## config.mk

```make
export PLATFORM = sky130hd
export DESIGN_NAME = mips_cpu_muldiv_unit
export DESIGN_NICKNAME = d
export VERILOG_FILES = /design/src/rtl/mips_cpu_pkg.sv /design/src/rtl/mips_cpu_div_iter.sv /design/src/rtl/mips_cpu_muldiv_unit.sv
export SDC_FILE = /design/constraint.sdc
export NUM_CORES = 2
export LEC_CHECK = 0
export ABC_AREA = 1
export CORE_AREA = 2 2 320 322
export CTS_CLUSTER_SIZE = 14
export DETAILED_ROUTE_END_ITERATION = 12
export DIE_AREA = 0 0 322 324
export PLACE_DENSITY = 0.75
export SYNTH_ARGS = -nofsm -noshare
export SYNTH_HDL_FRONTEND = slang
export SYNTH_SLANG_ARGS = --single-unit
```

## constraint.sdc

```tcl
create_clock -name clk -period 7.91 [get_ports clk]
set_input_delay 1.1865 -clock clk [delete_from_list [all_inputs] [get_ports clk]]
set_output_delay 1.1865 -clock clk [all_outputs]
set_load 0.05 [all_outputs]
```

## src/rtl/mips_cpu_pkg.sv

```systemverilog
// Shared definitions for the multicycle MIPS core: ALU control codes and muldiv FSM states.
package mips_cpu_pkg;

    localparam logic [4:0] AluMultu = 5'b00111;
    localparam logic [4:0] AluMult  = 5'b01000;
    localparam logic [4:0] AluDiv   = 5'b01111;
    localparam logic [4:0] AluDivu  = 5'b10000;
    localparam logic [4:0] AluMthi  = 5'b10001;
    localparam logic [4:0] AluMtlo  = 5'b10010;
    localparam logic [4:0] AluMfhi  = 5'b11010;
    localparam logic [4:0] AluMflo  = 5'b11011;

    typedef enum logic [1:0] {
        StIdle,
        StMul,
        StDiv,
        StFix
    } muldiv_state_e;

    function automatic logic [31:0] neg_if(input logic neg, input logic [31:0] val);
        return neg ? (~val + 32'd1) : val;
    endfunction

endpackage

```

## src/rtl/mips_cpu_div_iter.sv

```systemverilog
// Unsigned restoring divider: one quotient bit per step, 32 steps after a load.
module mips_cpu_div_iter (
    input  logic        clk,
    input  logic        reset,
    input  logic        load,
    input  logic        step,
    input  logic [31:0] dividend,
    input  logic [31:0] divisor,
    output logic [31:0] quotient,
    output logic [31:0] remainder,
    output logic [4:0]  count
);

    logic [31:0] rem_q;
    logic [31:0] quo_q;
    logic [31:0] dsr_q;
    logic [4:0]  cnt_q;
    logic [32:0] shifted;
    logic [33:0] diff;

    // Quotient register doubles as the dividend shifter: its MSB feeds the partial remainder.
    always_comb begin
        shifted = {rem_q, quo_q[31]};
        diff    = {1'b0, shifted} - {2'b00, dsr_q};
    end

    always_ff @(posedge clk or posedge reset) begin
        if (reset) begin
            rem_q <= 32'd0;
            quo_q <= 32'd0;
            dsr_q <= 32'd0;
            cnt_q <= 5'd0;
        end else if (load) begin
            rem_q <= 32'd0;
            quo_q <= dividend;
            dsr_q <= divisor;
            cnt_q <= 5'd0;
        end else if (step) begin
            if (!diff[33]) begin
                rem_q <= diff[31:0];
                quo_q <= {quo_q[30:0], 1'b1};
            end else begin
                rem_q <= shifted[31:0];
                quo_q <= {quo_q[30:0], 1'b0};
            end
            cnt_q <= cnt_q + 5'd1;
        end
    end

    assign quotient  = quo_q;
    assign remainder = rem_q;
    assign count     = cnt_q;

endmodule

```

## src/rtl/mips_cpu_muldiv_unit.sv

```systemverilog
// Multi-cycle multiply/divide unit with HI/LO registers.
// Optional MULDIV_EARLY_TERM_EN skips the divide loop when |dividend| < |divisor|.
module mips_cpu_muldiv_unit
    import mips_cpu_pkg::*;
(
    input  logic        clk,
    input  logic        reset,
    input  logic        start,
    input  logic [4:0]  alucontrol,
    input  logic [31:0] a,
    input  logic [31:0] b,
    output logic        busy,
    output logic        done,
    output logic [31:0] hi,
    output logic [31:0] lo,
    output logic [31:0] rdata
);

    muldiv_state_e state_q, state_d;
    logic        busy_q, done_q, done_d;
    logic [31:0] hi_q, hi_d, lo_q, lo_d;
    logic [31:0] op_a_q, op_b_q;
    logic        signed_q, qneg_q, rneg_q, dz_q, early_q;

    logic        latch_en, div_load, div_step;
    logic        sgn, a_neg, b_neg, early_hit;
    logic [31:0] a_mag, b_mag;
    logic [63:0] mul_a, mul_b, product;
    logic [31:0] quotient, remainder;
    logic [4:0]  count;

    always_comb begin
        sgn   = (alucontrol == AluDiv) || (alucontrol == AluMult);
        a_neg = sgn & a[31];
        b_neg = sgn & b[31];
        a_mag = neg_if(a_neg, a);
        b_mag = neg_if(b_neg, b);
`ifdef MULDIV_EARLY_TERM_EN
        early_hit = (b != 32'd0) && (a_mag < b_mag);
`else
        early_hit = 1'b0;
`endif
    end

    always_comb begin
        mul_a   = {{32{signed_q & op_a_q[31]}}, op_a_q};
        mul_b   = {{32{signed_q & op_b_q[31]}}, op_b_q};
        product = mul_a * mul_b;
    end

    mips_cpu_div_iter u_div_iter (
        .clk       (clk),
        .reset     (reset),
        .load      (div_load),
        .step      (div_step),
        .dividend  (a_mag),
        .divisor   (b_mag),
        .quotient  (quotient),
        .remainder (remainder),
        .count     (count)
    );

    always_comb begin
        state_d  = state_q;
        hi_d     = hi_q;
        lo_d     = lo_q;
        done_d   = 1'b0;
        latch_en = 1'b0;
        div_load = 1'b0;
        div_step = 1'b0;
        unique case (state_q)
            StIdle: begin
                if (start) begin
                    case (alucontrol)
                        AluMult, AluMultu: begin
                            latch_en = 1'b1;
                            state_d  = StMul;
                        end
                        AluDiv, AluDivu: begin
                            latch_en = 1'b1;
                            div_load = 1'b1;
                            state_d  = ((b == 32'd0) || early_hit) ? StFix : StDiv;
                        end
                        AluMthi: hi_d = a;
                        AluMtlo: lo_d = a;
                        default: ;
                    endcase
                end
            end
            StMul: begin
                hi_d    = product[63:32];
                lo_d    = product[31:0];
                done_d  = 1'b1;
                state_d = StIdle;
            end
            StDiv: begin
                div_step = 1'b1;
                if (count == 5'd31) begin
                    state_d = StFix;
                end
            end
            StFix: begin
                // Divide-by-zero and early-terminated divides both return the raw dividend in HI.
                if (dz_q) begin
                    hi_d = op_a_q;
                    lo_d = 32'hFFFF_FFFF;
                end else if (early_q) begin
                    hi_d = op_a_q;
                    lo_d = 32'd0;
                end else begin
                    hi_d = neg_if(rneg_q, remainder);
                    lo_d = neg_if(qneg_q, quotient);
                end
                done_d  = 1'b1;
                state_d = StIdle;
            end
            default: state_d = StIdle;
        endcase
    end

    always_ff @(posedge clk or posedge reset) begin
        if (reset) begin
            state_q <= StIdle;
            busy_q  <= 1'b0;
            done_q  <= 1'b0;
            hi_q    <= 32'd0;
            lo_q    <= 32'd0;
        end else begin
            state_q <= state_d;
            busy_q  <= (state_d != StIdle);
            done_q  <= done_d;
            hi_q    <= hi_d;
            lo_q    <= lo_d;
        end
    end

    always_ff @(posedge clk or posedge reset) begin
        if (reset) begin
            op_a_q   <= 32'd0;
            op_b_q   <= 32'd0;
            signed_q <= 1'b0;
            qneg_q   <= 1'b0;
            rneg_q   <= 1'b0;
            dz_q     <= 1'b0;
            early_q  <= 1'b0;
        end else if (latch_en) begin
            op_a_q   <= a;
            op_b_q   <= b;
            signed_q <= sgn;
            qneg_q   <= a_neg ^ b_neg;
            rneg_q   <= a_neg;
            dz_q     <= (b == 32'd0);
            early_q  <= early_hit;
        end
    end

    always_comb begin
        rdata = 32'd0;
        if (alucontrol == AluMfhi) begin
            rdata = hi_q;
        end else if (alucontrol == AluMflo) begin
            rdata = lo_q;
        end
    end

    assign busy = busy_q;
    assign done = done_q;
    assign hi   = hi_q;
    assign lo   = lo_q;

endmodule
```

==> out/metrics.csv <==
stage,metric,value,unit
finish,Post-Route Utilization,61.50,%
clocking,clk_lat worst skew,600,ps
finish,Final Net Count,9144,
worst_setup_path,WS Path Type,reg -> reg,
sta,Clock Skew,19.52,ps
worst_setup_path,Critical Path RT,8410,ps
sta,Fin. Hold Viols,0,
global_routing,GRT Total Usage,37.95,%
synthesis,Main synth FF type,dfrtp_1,
worst_setup_path,Most common cell on crit path,inv_1,
worst_setup_path,Startpoint Class,flop,
worst_setup_path,CP bufs+invs,10,
clocking,hold-fix buffers at CTS,0,
global_routing,first-pass GRT wire length,301.4,mm
finish,post-route cell area,0.06213,mm^2
detailed_routing,Vias/cell,5.603,
die,row count,117,
sta,RSZ-0062 raised after global routing,true,
synthesis,fraction of registers with async set/reset,100.0,%
sta,Setup Viol. Count Final,0,
synthesis,post-synthesis cell area,0.05699,mm^2
global_routing,initial antenna violation count,4,
worst_setup_path,"Arr. time, crit path",8300,ps
worst_setup_path,Crit path max-delay family,adder cells,
clocking,largest buffer count on any clock path,3,
global_routing,vias in the first global route,52030,
die,die width,322,um
synthesis,syn avg cell area,7.453,um^2
clocking,CTS root buf,clkbuf_16,
die,Die Span Y,324,um
worst_setup_path,crit-path max FO,32,
detailed_routing,first drt pass iteration count,6,
detailed_routing,1st-iter DRT viols,4621,
finish,Synth-to-Final Area Change,9.017,%
place,Port Buffers,169,
clocking,TritonCTS clock tree,done,
die,Total Die Area,0.1043,mm^2
place,Post-DP HPWL,163.2,mm
synthesis,distinct cell type count after synthesis,60,
detailed_routing,Total Wirelength,193.1,mm
flow_run,max_cap viols,0,
status,status,completed,
clocking,H-tree levels,1,
clocking,"Clk pin slew, worst setup/hold paths",70,ps
sta,period utilization,98.62,%
worst_setup_path,"slowest stage delay, CP",560,ps
detailed_routing,Final ANT Viol Nets,0,
detailed_routing,Vias,50600,
synthesis,Synth Net Count,9094,
place,Placed Area,0.06092,mm^2
synthesis,top post-synthesis cells by area,"fa_1 (40%), inv_1 (13%), nand2_1 (12%)",
global_routing,Congestion Overflow GR,0,
detailed_routing,DR WL/cell,21.38,um
synthesis,Syn Inst Count,7646,
synthesis,most frequent cells after synthesis,"inv_1 (1988), nand2_1 (1868), fa_1 (1126)",
detailed_routing,DRC,0,
place,GP Congestion,1.023,
sta,max-slew violations,0,
sta,hold_ws,485.1,ps
worst_setup_path,CP Capture Type,flop,
sta,measured slew at the worst slew-check pin,1113,ps
worst_setup_path,Worst path slowest cell,o21ai_0,
die,core area,0.1010,mm^2
min_path,worst min path class,reg -> reg,
synthesis,most frequent cell after synthesis,inv_1,
synthesis,post-synth top area share,39.56,%
synthesis,number of synthesized flops with an enable pin,0,
global_routing,largest net degree at the start of global routing,109,
synthesis,sequential area share after synthesis,10.41,%
sta,setup TNS,0,ps
synthesis,Ys Warns,0,
synthesis,Seq cells post-synth,237,
synthesis,Yosys top cell by area,fa_1,
die,Starting Density,56.42,%
die,IO Pins,170,
clocking,CTS Buf Count,29,
sta,worst rel slew slack,25.73,%
sta,post-layout min period,7801,ps
clocking,clk sinks,237,
sta,Highest Clock Rate,128.2,MHz
finish,layout cells sized above 1,4.898,%
-- registers in the layout, indices dropped and copies added (netlist names), 2 cells and up --
register	flops
op_a_q	32
u_div_iter.dsr_q	32
hi	32
op_b_q	32
u_div_iter.quotient	32
state_q	2
u_div_iter.count	5
u_div_iter.remainder	32
lo	32
-- area by class of cell --
class | instances | area [um^2]
antenna | 4 | 10.01
clock buffer | 35 | 778.2
clock inverter | 18 | 234.0
sequential | 237 | 5972
multi-input combinational | 5035 | 42120
timing repair buffer | 390 | 3830
fill | 9250 | 38880
tap | 1309 | 1638
inverter | 2003 | 7547
-- worst paths after layout --
path                                                  start                                    to  slack [ps]  cells past startpoint
min in group asynchronous                             reset  u_div_iter.remainder[23]$_DFFE_PP0P_        1130                      2
setup / recovery                      op_b_q[0]$_DFFE_PP0P_                    lo[30]$_DFFE_PP0P_         110                     28
hold / removal             u_div_iter.dsr_q[22]$_DFFE_PP0P_      u_div_iter.dsr_q[22]$_DFFE_PP0P_         490                      2
setup reg to reg                      op_b_q[0]$_DFFE_PP0P_                    lo[30]$_DFFE_PP0P_         110                     28
max in group asynchronous                             reset                op_a_q[14]$_DFFE_PP0P_        5010                      3
hold reg to reg            u_div_iter.dsr_q[22]$_DFFE_PP0P_      u_div_iter.dsr_q[22]$_DFFE_PP0P_         490                      2
-- layer usage --
| layer | wire, um | track usage [%] | vias up |
|---|---|---|---|
| met4 | 8749 | 14.92 | 4 |
| met5 | 32 | 0 | - |
| met1 | 76310 | 50.41 | 25320 |
| met2 | 91170 | 62.71 | 2323 |
| met3 | 16820 | 5.950 | 459 |
| li1 | - | - | 22500 |
-- worst register-to-register path, delay by kind of cell (launching register included) --
| family | cells | cell delay [ps] |
|---|---|---|
| adders and majority gates | 9 | 4470 |
| AOI/OAI and AO/OA | 4 | 1330 |
| and+or+nand+nor | 5 | 760 |
| buffers and inverters | 10 | 750 |
| DFF | 1 | 410 |
-- logic make-up after synthesis --
family / count (synthesis) / synth area share, %
compound gates: 807 / 7.759
xor+xnor: 85 / 1.306
fa+ha+maj: 1376 / 45.04
flops: 237 / 10.41
simple gates: 2767 / 19.69
buf+inv: 2374 / 15.79
-- stage by stage --
| stage | setup slack [ps] | cells |
|---|---|---|
| 2_1_floorplan | 220.5 | 7646 |
| 3_3_place_gp | -169.5 | 8967 |
| 3_5_place_dp | -129.6 | 8967 |
| 4_1_cts | 6.745 | 9020 |
| 5_1_grt | -99.45 | 9027 |
| 6_report | 109.1 | 9031 |
-- what timing repair did --
action | 4_1_cts | 5_1_grt
buffers inserted | 0 | 7
resized for setup | 5 | 51
setup endpoints to repair | 9 | 37
-- layout by cell type (no fill, tap or decap), drive strengths merged, types with 3 or more instances in the layout --
| cell | count |
|---|---|
| o21a | 5 |
| xor2 | 68 |
| o21ai | 395 |
| or2 | 9 |
| bufinv | 5 |
| buf | 221 |
| nand3b | 13 |
| a31oi | 24 |
| clkinvlp | 8 |
| a211oi | 5 |
| a21boi | 8 |
| diode | 4 |
| nor3 | 64 |
| a22oi | 9 |
| clkdlybuf4s50 | 169 |
| o22ai | 38 |
| o31ai | 8 |
| dfrtp | 237 |
| o21bai | 20 |
| nor2 | 452 |
| clkbuf | 35 |
| o211ai | 27 |
| a21oi | 245 |
| xnor2 | 17 |
| inv | 1999 |
| clkinv | 9 |
| a41oi | 3 |
| ha | 250 |
| nand2 | 1875 |
| fa | 1126 |
| nor4 | 10 |
| a21o | 12 |
| nand3 | 285 |
| nand4 | 54 |
Power is not shown: default switching activity piles up to over one toggle a cycle in this logic, so the estimate is an artifact.
